### config.mk
export PLATFORM = sky130hd
export DESIGN_NAME = axis_pkt_mux_flat
export DESIGN_NICKNAME = d
export VERILOG_FILES = /design/src/rtl/axis_pkt_mux_pkg.sv /design/src/rtl/axis_pkt_mux_if.sv /design/src/rtl/axis_skid_buf.sv /design/src/rtl/axis_pkt_mux.sv /design/src/flat_wrapper.sv
export SDC_FILE = /design/constraint.sdc
export NUM_CORES = 1
export LEC_CHECK = 0
export CAP_MARGIN = 20
export CORE_AREA = 2 2 144 146
export DETAILED_ROUTE_END_ITERATION = 8
export DIE_AREA = 0 0 146 148
export PLACE_DENSITY = 0.79
export SLEW_MARGIN = 15
export SYNTH_ARGS = -nofsm -noshare
export SYNTH_HDL_FRONTEND = slang
export SYNTH_SLANG_ARGS = --single-unit
### constraint.sdc
create_clock -name clk -period 2.3 [get_ports clk]
set_input_delay 0.575 -clock clk [delete_from_list [all_inputs] [get_ports clk]]
set_output_delay 0.575 -clock clk [all_outputs]
set_load 0.01 [all_outputs]
### src/rtl/axis_pkt_mux_pkg.sv
// Shared types and defaults for the AXI-Stream switch blocks (arbiter, packet mux, demux).
//   DefaultNIn / DefaultDataW : default port count and tdata width used across the switch
//   axis_beat_t               : one stream beat {data, keep, last, id} at the default widths
//   mux_state_t               : packet mux FSM states
package axis_switch_pkg;

    localparam int unsigned DefaultNIn   = 8;
    localparam int unsigned DefaultDataW = 32;
    localparam int unsigned DefaultKeepW = DefaultDataW / 8;
    localparam int unsigned DefaultIdW   = $clog2(DefaultNIn);

    typedef struct packed {
        logic [DefaultDataW-1:0] data;
        logic [DefaultKeepW-1:0] keep;
        logic                    last;
        logic [DefaultIdW-1:0]   id;
    } axis_beat_t;

    typedef enum logic [0:0] {
        StIdle,
        StLock
    } mux_state_t;

endpackage

### src/rtl/axis_pkt_mux_if.sv
// Bundle of all handshake/bus signals around the packet mux.
//   gnt, gnt_id, gnt_vld, gnt_rdy         : grant handshake from the round-robin arbiter
//   s_tdata/tkeep/tlast/tvalid/tready     : N_IN slave streams, packed [N_IN-1:0][...]
//   m_tdata/tkeep/tlast/tid/tvalid/tready : single master stream
// Modports:
//   master : the mux itself (drives gnt_rdy, s_tready and the master stream)
//   slave  : the surrounding environment (arbiter, upstream sources, downstream sink)
interface axis_pkt_mux_if
    import axis_switch_pkg::*;
#(
    parameter int unsigned N_IN   = DefaultNIn,
    parameter int unsigned DATA_W = DefaultDataW
) ();

    localparam int unsigned KEEP_W = DATA_W / 8;
    localparam int unsigned ID_W   = $clog2(N_IN);

    logic [N_IN-1:0]              gnt;
    logic [ID_W-1:0]              gnt_id;
    logic                         gnt_vld;
    logic                         gnt_rdy;

    logic [N_IN-1:0][DATA_W-1:0]  s_tdata;
    logic [N_IN-1:0][KEEP_W-1:0]  s_tkeep;
    logic [N_IN-1:0]              s_tlast;
    logic [N_IN-1:0]              s_tvalid;
    logic [N_IN-1:0]              s_tready;

    logic [DATA_W-1:0]            m_tdata;
    logic [KEEP_W-1:0]            m_tkeep;
    logic                         m_tlast;
    logic [ID_W-1:0]              m_tid;
    logic                         m_tvalid;
    logic                         m_tready;

    modport master (
        input  gnt, gnt_id, gnt_vld,
        output gnt_rdy,
        input  s_tdata, s_tkeep, s_tlast, s_tvalid,
        output s_tready,
        output m_tdata, m_tkeep, m_tlast, m_tid, m_tvalid,
        input  m_tready
    );

    modport slave (
        output gnt, gnt_id, gnt_vld,
        input  gnt_rdy,
        output s_tdata, s_tkeep, s_tlast, s_tvalid,
        input  s_tready,
        input  m_tdata, m_tkeep, m_tlast, m_tid, m_tvalid,
        output m_tready
    );

endinterface

### src/rtl/axis_skid_buf.sv
// Two-entry register slice for stream beats.
//   clk, reset_n                  : clock, asynchronous active-low reset
//   in_beat_i/in_vld_i/in_rdy_o   : upstream side; in_rdy_o is a flop (low only while spare is full)
//   out_beat_o/out_vld_o/out_rdy_i: downstream side; all outputs registered, held while stalled
module axis_skid_buf
    import axis_switch_pkg::*;
#(
    parameter type beat_t = axis_beat_t
) (
    input  logic  clk,
    input  logic  reset_n,
    input  beat_t in_beat_i,
    input  logic  in_vld_i,
    output logic  in_rdy_o,
    output beat_t out_beat_o,
    output logic  out_vld_o,
    input  logic  out_rdy_i
);

    beat_t out_q, out_d;
    beat_t spare_q, spare_d;
    logic  out_vld_q, out_vld_d;
    logic  spare_vld_q, spare_vld_d;
    logic  in_fire;
    logic  out_free;

    always_comb begin
        in_fire     = in_vld_i & ~spare_vld_q;
        out_free    = ~out_vld_q | out_rdy_i;
        out_d       = out_q;
        out_vld_d   = out_vld_q;
        spare_d     = spare_q;
        spare_vld_d = spare_vld_q;
        if (out_free) begin
            // Spare holds the older beat; while it is full no new beat is accepted.
            if (spare_vld_q) begin
                out_d       = spare_q;
                out_vld_d   = 1'b1;
                spare_vld_d = 1'b0;
            end else if (in_fire) begin
                out_d     = in_beat_i;
                out_vld_d = 1'b1;
            end else begin
                out_vld_d = 1'b0;
            end
        end else if (in_fire) begin
            spare_d     = in_beat_i;
            spare_vld_d = 1'b1;
        end
    end

    always_ff @(posedge clk or negedge reset_n) begin
        if (!reset_n) begin
            out_q       <= '0;
            out_vld_q   <= 1'b0;
            spare_q     <= '0;
            spare_vld_q <= 1'b0;
        end else begin
            out_q       <= out_d;
            out_vld_q   <= out_vld_d;
            spare_q     <= spare_d;
            spare_vld_q <= spare_vld_d;
        end
    end

    assign in_rdy_o   = ~spare_vld_q;
    assign out_beat_o = out_q;
    assign out_vld_o  = out_vld_q;

endmodule

### src/rtl/axis_pkt_mux.sv
// Packet mux of the AXI-Stream switch: accepts a grant, locks onto the granted slave port until
// its tlast beat is taken, and forwards the packet through a 2-entry skid buffer.
//   clk, reset_n : clock, asynchronous active-low reset
//   bus          : grant handshake, N_IN slave streams and the master stream (master modport)
//   busy_o       : high while a packet is locked
module axis_pkt_mux
    import axis_switch_pkg::*;
#(
    parameter int unsigned N_IN   = DefaultNIn,
    parameter int unsigned DATA_W = DefaultDataW
) (
    input  logic                  clk,
    input  logic                  reset_n,
    axis_pkt_mux_if.master        bus,
    output logic                  busy_o
);

    localparam int unsigned KEEP_W = DATA_W / 8;
    localparam int unsigned ID_W   = $clog2(N_IN);

    typedef struct packed {
        logic [DATA_W-1:0] data;
        logic [KEEP_W-1:0] keep;
        logic              last;
        logic [ID_W-1:0]   id;
    } beat_t;

    mux_state_t      state_q, state_d;
    logic [ID_W-1:0] sel_q, sel_d;

    beat_t in_beat;
    beat_t m_beat;
    logic  in_vld;
    logic  in_fire;
    logic  skid_in_rdy;
    logic  m_vld;

    // Selected port's beat; id carries the source index alongside the data.
    always_comb begin
        in_beat.data = bus.s_tdata[sel_q];
        in_beat.keep = bus.s_tkeep[sel_q];
        in_beat.last = bus.s_tlast[sel_q];
        in_beat.id   = sel_q;
        in_vld       = (state_q == StLock) & bus.s_tvalid[sel_q];
        in_fire      = in_vld & skid_in_rdy;
    end

    always_ff @(posedge clk or negedge reset_n) begin
        if (!reset_n) begin
            state_q <= StIdle;
            sel_q   <= '0;
        end else begin
            state_q <= state_d;
            sel_q   <= sel_d;
        end
    end

    always_comb begin
        state_d = state_q;
        sel_d   = sel_q;
        unique case (state_q)
            StIdle: begin
                // Out-of-range ids are consumed but ignored.
                if (bus.gnt_vld && (32'(bus.gnt_id) < N_IN)) begin
                    sel_d   = bus.gnt_id;
                    state_d = StLock;
                end
            end
            StLock: begin
                if (in_fire && in_beat.last) begin
                    state_d = StIdle;
                end
            end
        endcase
    end

    always_comb begin
        bus.gnt_rdy  = (state_q == StIdle);
        busy_o       = (state_q == StLock);
        bus.s_tready = '0;
        if (state_q == StLock) begin
            bus.s_tready[sel_q] = skid_in_rdy;
        end
    end

    axis_skid_buf #(
        .beat_t (beat_t)
    ) u_skid (
        .clk        (clk),
        .reset_n    (reset_n),
        .in_beat_i  (in_beat),
        .in_vld_i   (in_vld),
        .in_rdy_o   (skid_in_rdy),
        .out_beat_o (m_beat),
        .out_vld_o  (m_vld),
        .out_rdy_i  (bus.m_tready)
    );

    assign bus.m_tdata  = m_beat.data;
    assign bus.m_tkeep  = m_beat.keep;
    assign bus.m_tlast  = m_beat.last;
    assign bus.m_tid    = m_beat.id;
    assign bus.m_tvalid = m_vld;

    a_gnt_onehot : assert property (@(posedge clk) disable iff (!reset_n)
        bus.gnt_vld |-> ($onehot(bus.gnt) && bus.gnt[bus.gnt_id]));

    a_tready_onehot0 : assert property (@(posedge clk) disable iff (!reset_n)
        $onehot0(bus.s_tready));

    a_m_stable : assert property (@(posedge clk) disable iff (!reset_n)
        (bus.m_tvalid && !bus.m_tready) |=>
            (bus.m_tvalid && $stable({bus.m_tdata, bus.m_tkeep, bus.m_tlast, bus.m_tid})));

endmodule

### src/flat_wrapper.sv
// flat-port wrapper written by rule: the top's interface ports become plain ports
module axis_pkt_mux_flat import axis_switch_pkg::*;
#(
    parameter int unsigned N_IN   = DefaultNIn,
    parameter int unsigned DATA_W = DefaultDataW
)
  (clk, reset_n, busy_o, bus_gnt, bus_gnt_id, bus_gnt_vld, bus_gnt_rdy, bus_s_tdata, bus_s_tkeep, bus_s_tlast, bus_s_tvalid, bus_s_tready, bus_m_tdata, bus_m_tkeep, bus_m_tlast, bus_m_tid, bus_m_tvalid, bus_m_tready);
  axis_pkt_mux_if #(.N_IN(N_IN), .DATA_W(DATA_W)) bus_i ();
  input  logic clk;
  input  logic reset_n;
  output logic busy_o;
  input wire logic [$bits(bus_i.gnt)-1:0] bus_gnt;
  input wire logic [$bits(bus_i.gnt_id)-1:0] bus_gnt_id;
  input wire logic [$bits(bus_i.gnt_vld)-1:0] bus_gnt_vld;
  output wire logic [$bits(bus_i.gnt_rdy)-1:0] bus_gnt_rdy;
  input wire logic [$bits(bus_i.s_tdata)-1:0] bus_s_tdata;
  input wire logic [$bits(bus_i.s_tkeep)-1:0] bus_s_tkeep;
  input wire logic [$bits(bus_i.s_tlast)-1:0] bus_s_tlast;
  input wire logic [$bits(bus_i.s_tvalid)-1:0] bus_s_tvalid;
  output wire logic [$bits(bus_i.s_tready)-1:0] bus_s_tready;
  output wire logic [$bits(bus_i.m_tdata)-1:0] bus_m_tdata;
  output wire logic [$bits(bus_i.m_tkeep)-1:0] bus_m_tkeep;
  output wire logic [$bits(bus_i.m_tlast)-1:0] bus_m_tlast;
  output wire logic [$bits(bus_i.m_tid)-1:0] bus_m_tid;
  output wire logic [$bits(bus_i.m_tvalid)-1:0] bus_m_tvalid;
  input wire logic [$bits(bus_i.m_tready)-1:0] bus_m_tready;
  assign bus_i.gnt = bus_gnt;
  assign bus_i.gnt_id = bus_gnt_id;
  assign bus_i.gnt_vld = bus_gnt_vld;
  assign bus_gnt_rdy = bus_i.gnt_rdy;
  assign bus_i.s_tdata = bus_s_tdata;
  assign bus_i.s_tkeep = bus_s_tkeep;
  assign bus_i.s_tlast = bus_s_tlast;
  assign bus_i.s_tvalid = bus_s_tvalid;
  assign bus_s_tready = bus_i.s_tready;
  assign bus_m_tdata = bus_i.m_tdata;
  assign bus_m_tkeep = bus_i.m_tkeep;
  assign bus_m_tlast = bus_i.m_tlast;
  assign bus_m_tid = bus_i.m_tid;
  assign bus_m_tvalid = bus_i.m_tvalid;
  assign bus_i.m_tready = bus_m_tready;
  axis_pkt_mux #(.N_IN(N_IN), .DATA_W(DATA_W)) u_core (.clk(clk), .reset_n(reset_n), .bus(bus_i), .busy_o(busy_o));
endmodule
# After elaboration in Yosys (flattened, before gate mapping)
# Index checks and enable logic that the tools add are counted.
[word_totals]
ff_bits = 86
input_bits = 319
elab_cells = 49
out_inout_bits = 51
[classes]
mux = 20
n_reduce_logical = 7
n_bitwise = 8
magnitude_cmp = 2
[op_table]
columns = ["operator", "count"]
rows = [
  ["32-bit binary-select mux with 3-bit select", 1],
  ["40-bit 2-to-1 mux", 2],
  ["32-bit 2-to-1 mux", 1],
  ["4-bit binary-select mux with 3-bit select", 1],
  ["1-bit 2-to-1 mux", 9],
  ["8-bit AND", 1],
  ["8-bit 2-to-1 mux", 1],
  ["1-bit binary-select mux with 3-bit select", 2],
  ["2-bit AND reduction", 3],
  ["3-bit by 4-bit less-than comparator with 1-bit output, second input constant", 1],
  ["4-bit 2-to-1 mux", 1],
  ["1-bit inverter", 4],
  ["2-bit nonzero test", 2],
  ["1-bit demux with 3-bit select", 1],
  ["3-bit by 1-bit >= comparator with 1-bit output, second input constant", 1],
  ["1-bit AND", 2],
  ["1-bit logical AND", 2],
  ["1-bit case mux with 2 select lines", 1],
  ["1-bit OR", 1],
]

# Logic depth before layout (Yosys ltp)
[depth]
depth_word = 7
mapped_depth = 7
mapped_depth_nobuf = 4

# Hierarchy
# From an unflattened synthesis, not the netlist that was laid out.
[unflattened]
hier_cells = 385
hier_area_um2 = 6252.2
[by_module_without_submodules]
columns = ["mod", "n_inst", "area_each_um2", "seq_area_each_um2", "cells_each"]
rows = [
  ["axis_skid_buf", 1, 3601.0, 2052.0, 222],
  ["axis_pkt_mux", 1, 2651.3, 100.1, 163],
]

# Least setup slack after synthesis
# Ideal clock, no wire load.
[synth_path]
kind = "register to register"
start = "reg u_core.sel_q[2]"
end = "reg u_core.u_skid.out_q (netlist bit u_core.u_skid.out_beat_o[38])"
period_less_slack_ps = 2206
path_buffers = 3
slack_ps = 94
setup_ps = 125
required_time_ps = 2175
stages_incl_launch_ff = 8
t_arrival_ps = 2081
path_cell_list = "dfrtp_1 buf_2 buf_2 buf_1 mux4_2 mux2_2 mux2_2 mux2_2"
[synth_between]
elab_chain_len = 6
word_cells_on_any_way = 10
cone_classes = "mux (6); bitwise (2); reduce/logical (2)"
[synth_lines]
columns = ["item", "line_no", "source"]
rows = [
  ["start: declaration", "axis_pkt_mux.sv:29", "logic [ID_W-1:0] sel_q, sel_d;"],
  ["start signal: assignment", "axis_pkt_mux.sv:54", "sel_q <= sel_d;"],
  ["1-bit binary-select mux with 3-bit select", "axis_pkt_mux.sv:44", "in_vld = (state_q == StLock) & bus.s_tvalid[sel_q];"],
  ["1-bit 2-to-1 mux (not written as such)", "axis_pkt_mux.sv:44", ""],
  ["1-bit AND", "axis_pkt_mux.sv:44", ""],
  ["1-bit AND", "axis_skid_buf.sv:28", "in_fire = in_vld_i & ~spare_vld_q;"],
  ["2-bit nonzero test (no source line)", "-", ""],
  ["2-bit AND reduction (no source line)", "-", ""],
  ["end signal: assignment", "axis_skid_buf.sv:59", "out_q <= out_d;"],
  ["end: declaration", "axis_skid_buf.sv:20", "beat_t out_q, out_d;"],
]
# Several ways; a longest one is shown, not always the timed one. The select of a mux whose other input is x is not followed.
# A chain may end at the register's enable or synchronous reset.

# Worst setup path after layout
[layout_path]
start = "reg u_core.sel_q[1]"
end = "reg u_core.u_skid.out_q (netlist bit u_core.u_skid.out_beat_o[21])"
# The elaborated chain is that of the path after synthesis.

==> impl_table.tex <==
\begin{tabular}{lr}
\hline
Metric & Value \\
\hline
\multicolumn{2}{l}{\textbf{Clocking}} \\
\quad Hold bufs inserted after CTS & 0 \\
\quad Buffer cell driving the clock tree root & clkbuf\_16 \\
\quad Buffer depth of the longest clock path & 2 \\
\quad Clk slew on worst S/H paths & approximately 0.060 ns \\
\quad Sink Count & 86 \\
\quad Clock tree from TritonCTS & yes \\
\quad Clock H-tree levels & 3 \\
\quad TritonCTS buffer count & 9 \\
\quad Clock latency on the worst-skew pair & 0.34 ns \\
\multicolumn{2}{l}{\textbf{Power}} \\
\quad Clock network fraction of design power & 0.101 \\
\quad Net switching power & roughly 4500 µW \\
\quad Sequential Power Share & 0.211 \\
\quad Internal & 8730 µW \\
\quad Pleak & 0.00414 µW \\
\quad Peak ir drop on the vdd network & between 0.5 and 0.6 mV \\
\quad PD cells & between 1000 and 1500 mW/mm² \\
\quad Switching fraction of total power & 0.338 \\
\quad Proportion of power drawn by combinational gates & 0.688 \\
\multicolumn{2}{l}{\textbf{Placement}} \\
\quad HPWL Detailed & $\sim$16,000 µm \\
\quad Routability cong. & about 0.8 \\
\quad Place WS & -0.237 ns \\
\quad Port-buffer cells & roughly 360 \\
\quad Number of placed cells counting well taps & roughly 1,000 \\
\multicolumn{2}{l}{\textbf{Synthesis}} \\
\quad Proportion of netlist area held by the largest area contributor & 0.349 \\
\quad FFs w/ async S/R, synth & 1.00 \\
\quad Main area contributors after synthesis & dfrtp\_1 35\%, mux2\_2 29\%, mux4\_2 27\% \\
\quad Post-synthesis register bit count & 86 \\
\quad Cell type with the highest aggregate area in the netlist & dfrtp\_1 \\
\quad Leading register cell type out of synthesis & dfrtp\_1 \\
\quad Post-synth EDFFs & 0 \\
\quad Synthesized netlist net count & about 730 \\
\quad Count of mapped cells out of synthesis & between 400 and 500 \\
\quad Share of the yosys chip area belonging to registers & 0.349 \\
\quad Count of yosys warnings during synthesis & 0 \\
\quad Avg Inst Size Synth & 15.1 µm² \\
\quad Count of unique library cells instantiated by Yosys & 29 \\
\quad Post-synthesis cell area & $\sim$0.0062 mm² \\
\multicolumn{2}{l}{\textbf{Timing}} \\
\quad Worst-case setup margin in the final layout & between 0.03 and 0.04 ns \\
\quad Minimum clock period & approximately 2.3 ns \\
\quad Skew final & roughly 0.0035 ns \\
\quad F\_max & about 440 MHz \\
\quad Transition time at the pin with the least slew margin & around 0.38 ns \\
\quad Final worst path period share & 0.985 \\
\quad Final setup violating endpoints & 0 \\
\quad RSZ-0062 raised after global routing & true \\
\quad Headroom to the max-slew limit & 0.748 \\
\quad Setup tns final & 0 ns \\
\quad Final Hold Violating Endpoints & 0 \\
\quad Final Max Slew Viols & 0 \\
\multicolumn{2}{l}{\textbf{Detailed routing}} \\
\quad Length of the first detailed-routing pass in iterations & 4 \\
\quad Routed vias/inst & 5.03 \\
\quad Residual antenna-violating net count after detailed routing & 0 \\
\quad Detailed Route WL & around 21,000 µm \\
\quad Number of DRC markers in iteration 0 & roughly 160 \\
\quad Via count & approximately 5,300 \\
\quad \# DRC & 0 \\
\quad Detailed-route wire length per cell & approximately 20 µm \\
\multicolumn{2}{l}{\textbf{Die}} \\
\quad Die Outline Area & roughly 0.022 mm² \\
\quad Die Height & 148 µm \\
\quad Starting density of the core & 0.308 \\
\quad \# IOs & 370 \\
\quad Die Wd & between 100 and 150 µm \\
\quad Std-Cell Core Area & between 0.02 and 0.025 mm² \\
\quad \# rows & between 50 and 60 \\
\multicolumn{2}{l}{\textbf{Setup path}} \\
\quad Kind of launch point of the worst setup path & flop \\
\quad Worst reg2reg setup slack & roughly 0.034 ns \\
\quad Maximum fanout along the worst path & 25 \\
\quad Data arrival, critical path & about 2.5 ns \\
\quad R2R Path End & u\_core.u\_skid.out\_beat\_o[21] \\
\quad Crit end category & flop \\
\quad Start of the worst register-to-register path & u\_core.sel\_q[1] \\
\quad Critical Path End & u\_core.u\_skid.out\_beat\_o[21] \\
\quad Worst reg-to-reg path cell count & 6 \\
\quad Endpoint required time on the critical path & around 2.5 ns \\
\quad Setup crit start & u\_core.sel\_q[1] \\
\quad Critical path type & reg -> reg \\
\multicolumn{2}{l}{\textbf{Layout}} \\
\quad Post-layout net count & 1,105 \\
\quad Final instance count without filler cells & 1,061 \\
\quad Filler cell count in the final layout & $\sim$1,700 \\
\quad Share of cells above drive strength 1 & 0.381 \\
\quad Inserted Diodes & 0 \\
\quad Final core occ & 0.533 \\
\quad Layout-stage area growth over the synthesis result & 73.4\% \\
\multicolumn{2}{l}{\textbf{GRT}} \\
\quad Largest net degree at the start of global routing & 45 \\
\quad First-pass GRT wire length & 31,700 µm \\
\quad Initial antenna violation count & 0 \\
\quad Total congestion overflow after global routing & 0 \\
\quad Vias in the first global route & 5,896 \\
\quad GRT Overall Usage & 0.187 \\
\multicolumn{2}{l}{\textbf{Run status}} \\
\quad Status & finished, final reports clean \\
\multicolumn{2}{l}{\textbf{Worst hold path}} \\
\quad Class of the most critical hold timing path & in -> async \\
\multicolumn{2}{l}{\textbf{Flow run}} \\
\quad Max-cap violation count & 0 \\
\hline
\end{tabular}
-- cells in the mapped netlist (2+ instances only) --
cell type	count
clkbuf_1	14
and3_1	6
nor2_1	8
or3_1	2
mux4_2	74
o311ai_0	3
dfrtp_1	86
nand4_1	4
buf_1	3
nand2_1	4
nand2b_1	5
buf_2	7
nor2b_1	2
o22a_1	2
buf_4	2
a21oi_1	3
buf_6	10
nor3_1	3
nand3_1	3
mux2_2	157
-- worst min-delay path by stage --
| stage | from | slack (ns) | end |
|---|---|---|---|
| after CTS | reset_n | 0.16 | u_core.u_skid.out_beat_o[22] |
| after global placement | u_core.u_skid.spare_q[1] | 0.48 | u_core.u_skid.spare_q[1] |
| final | reset_n | 0.15 | u_core.u_skid.spare_q[19] |
| after floorplan | reset_n | 0.28 | u_core.busy_o |
| after detailed placement | u_core.u_skid.spare_q[1] | 0.49 | u_core.u_skid.spare_q[1] |
| after global routing | reset_n | 0.17 | u_core.u_skid.out_beat_o[19] |
-- per-layer routing --
layer	GRT usage	vias to the layer above	share of wire
met5	0	-	0
met4	0.0447	0	0.016
met3	0.0546	21	0.077
met2	0.347	243	0.52
met1	0.212	2676	0.39
li1	-	2393	-
-- power groups by stage --
stage	sequential, µW	clock (µW)	combinational [µW]
floorplan	2860	0	5650
CTS	2790	1390	8640
finish	2780	1340	9070
global route	2890	1460	9780
detailed placement	2800	0	8640
global placement	2770	0	8480
-- layout by cell type, fill, tap and decap left out, drive strengths merged --
cell	instances
clkinv	4
nand2b	5
nand4	4
o311ai	3
or2	1
nor2b	2
nor2	8
o22a	2
clkbuf	15
a31oi	1
o21a	1
or3	2
clkinvlp	1
nor3	3
dlygate4sd2	6
clkdlybuf4s15	1
nand2	4
a21oi	3
mux4	74
dfrtp	86
inv	1
o41ai	1
o22ai	2
nand3	3
buf	42
mux2	158
clkdlybuf4s50	352
and3	6
-- flip-flops by register name, indices dropped and copies added (netlist names) --
signal,count
u_core.u_skid.spare_vld_q,1
u_core.u_skid.out_beat_o,40
u_core.u_skid.out_vld_o,1
u_core.sel_q,3
u_core.u_skid.spare_q,40
u_core.busy_o,1
-- metrics by stage --
stage | hold slack (ns) | power (µW) | area [µm²]
after floorplan | 0.279 | 8520 | 6160
after global placement | 0.482 | 11200 | 10300
after detailed placement | 0.487 | 11400 | 10300
after CTS | 0.157 | 12800 | 10500
after global routing | 0.172 | 14100 | 10700
final | 0.153 | 13200 | 10700
-- repair_timing --
| item | in CTS | in global routing |
|---|---|---|
| buffers inserted | 0 | 4 |
| endpoints found under the setup margin | 8 | 39 |
| gates cloned | 0 | 4 |
| resized for setup | 10 | 22 |
-- worst max-delay path: stages, from the launching register on --
cell     delay, ns
dfrtp_4       0.44
buf_12        0.19
buf_12        0.16
mux4_2        0.52
mux2_4        0.29
mux2_4        0.26
mux2_4        0.25
-- kinds of logic after synthesis --
family / Yosys count / synth area share
multiplexers: 232 / 0.560
flip-flops: 86 / 0.349
AND/OR/NAND/NOR: 38 / 0.0325
buffers and inverters: 38 / 0.0380
AO/OA/AOI/OAI: 13 / 0.0205
-- area by class of cell --
class / count / area, µm² / share of cell area
clock buffers: 12 / 246 / 0.0231
repair buffers: 404 / 4090 / 0.383
multi-input cells: 283 / 3820 / 0.357
flip-flops and latches: 86 / 2160 / 0.202
clock inverters: 4 / 22.5 / 0.00211
well taps: 270 / 338 / 0.0316
inverters: 2 / 7.51 / 0.000703
Power figures use the tool's default switching activity.
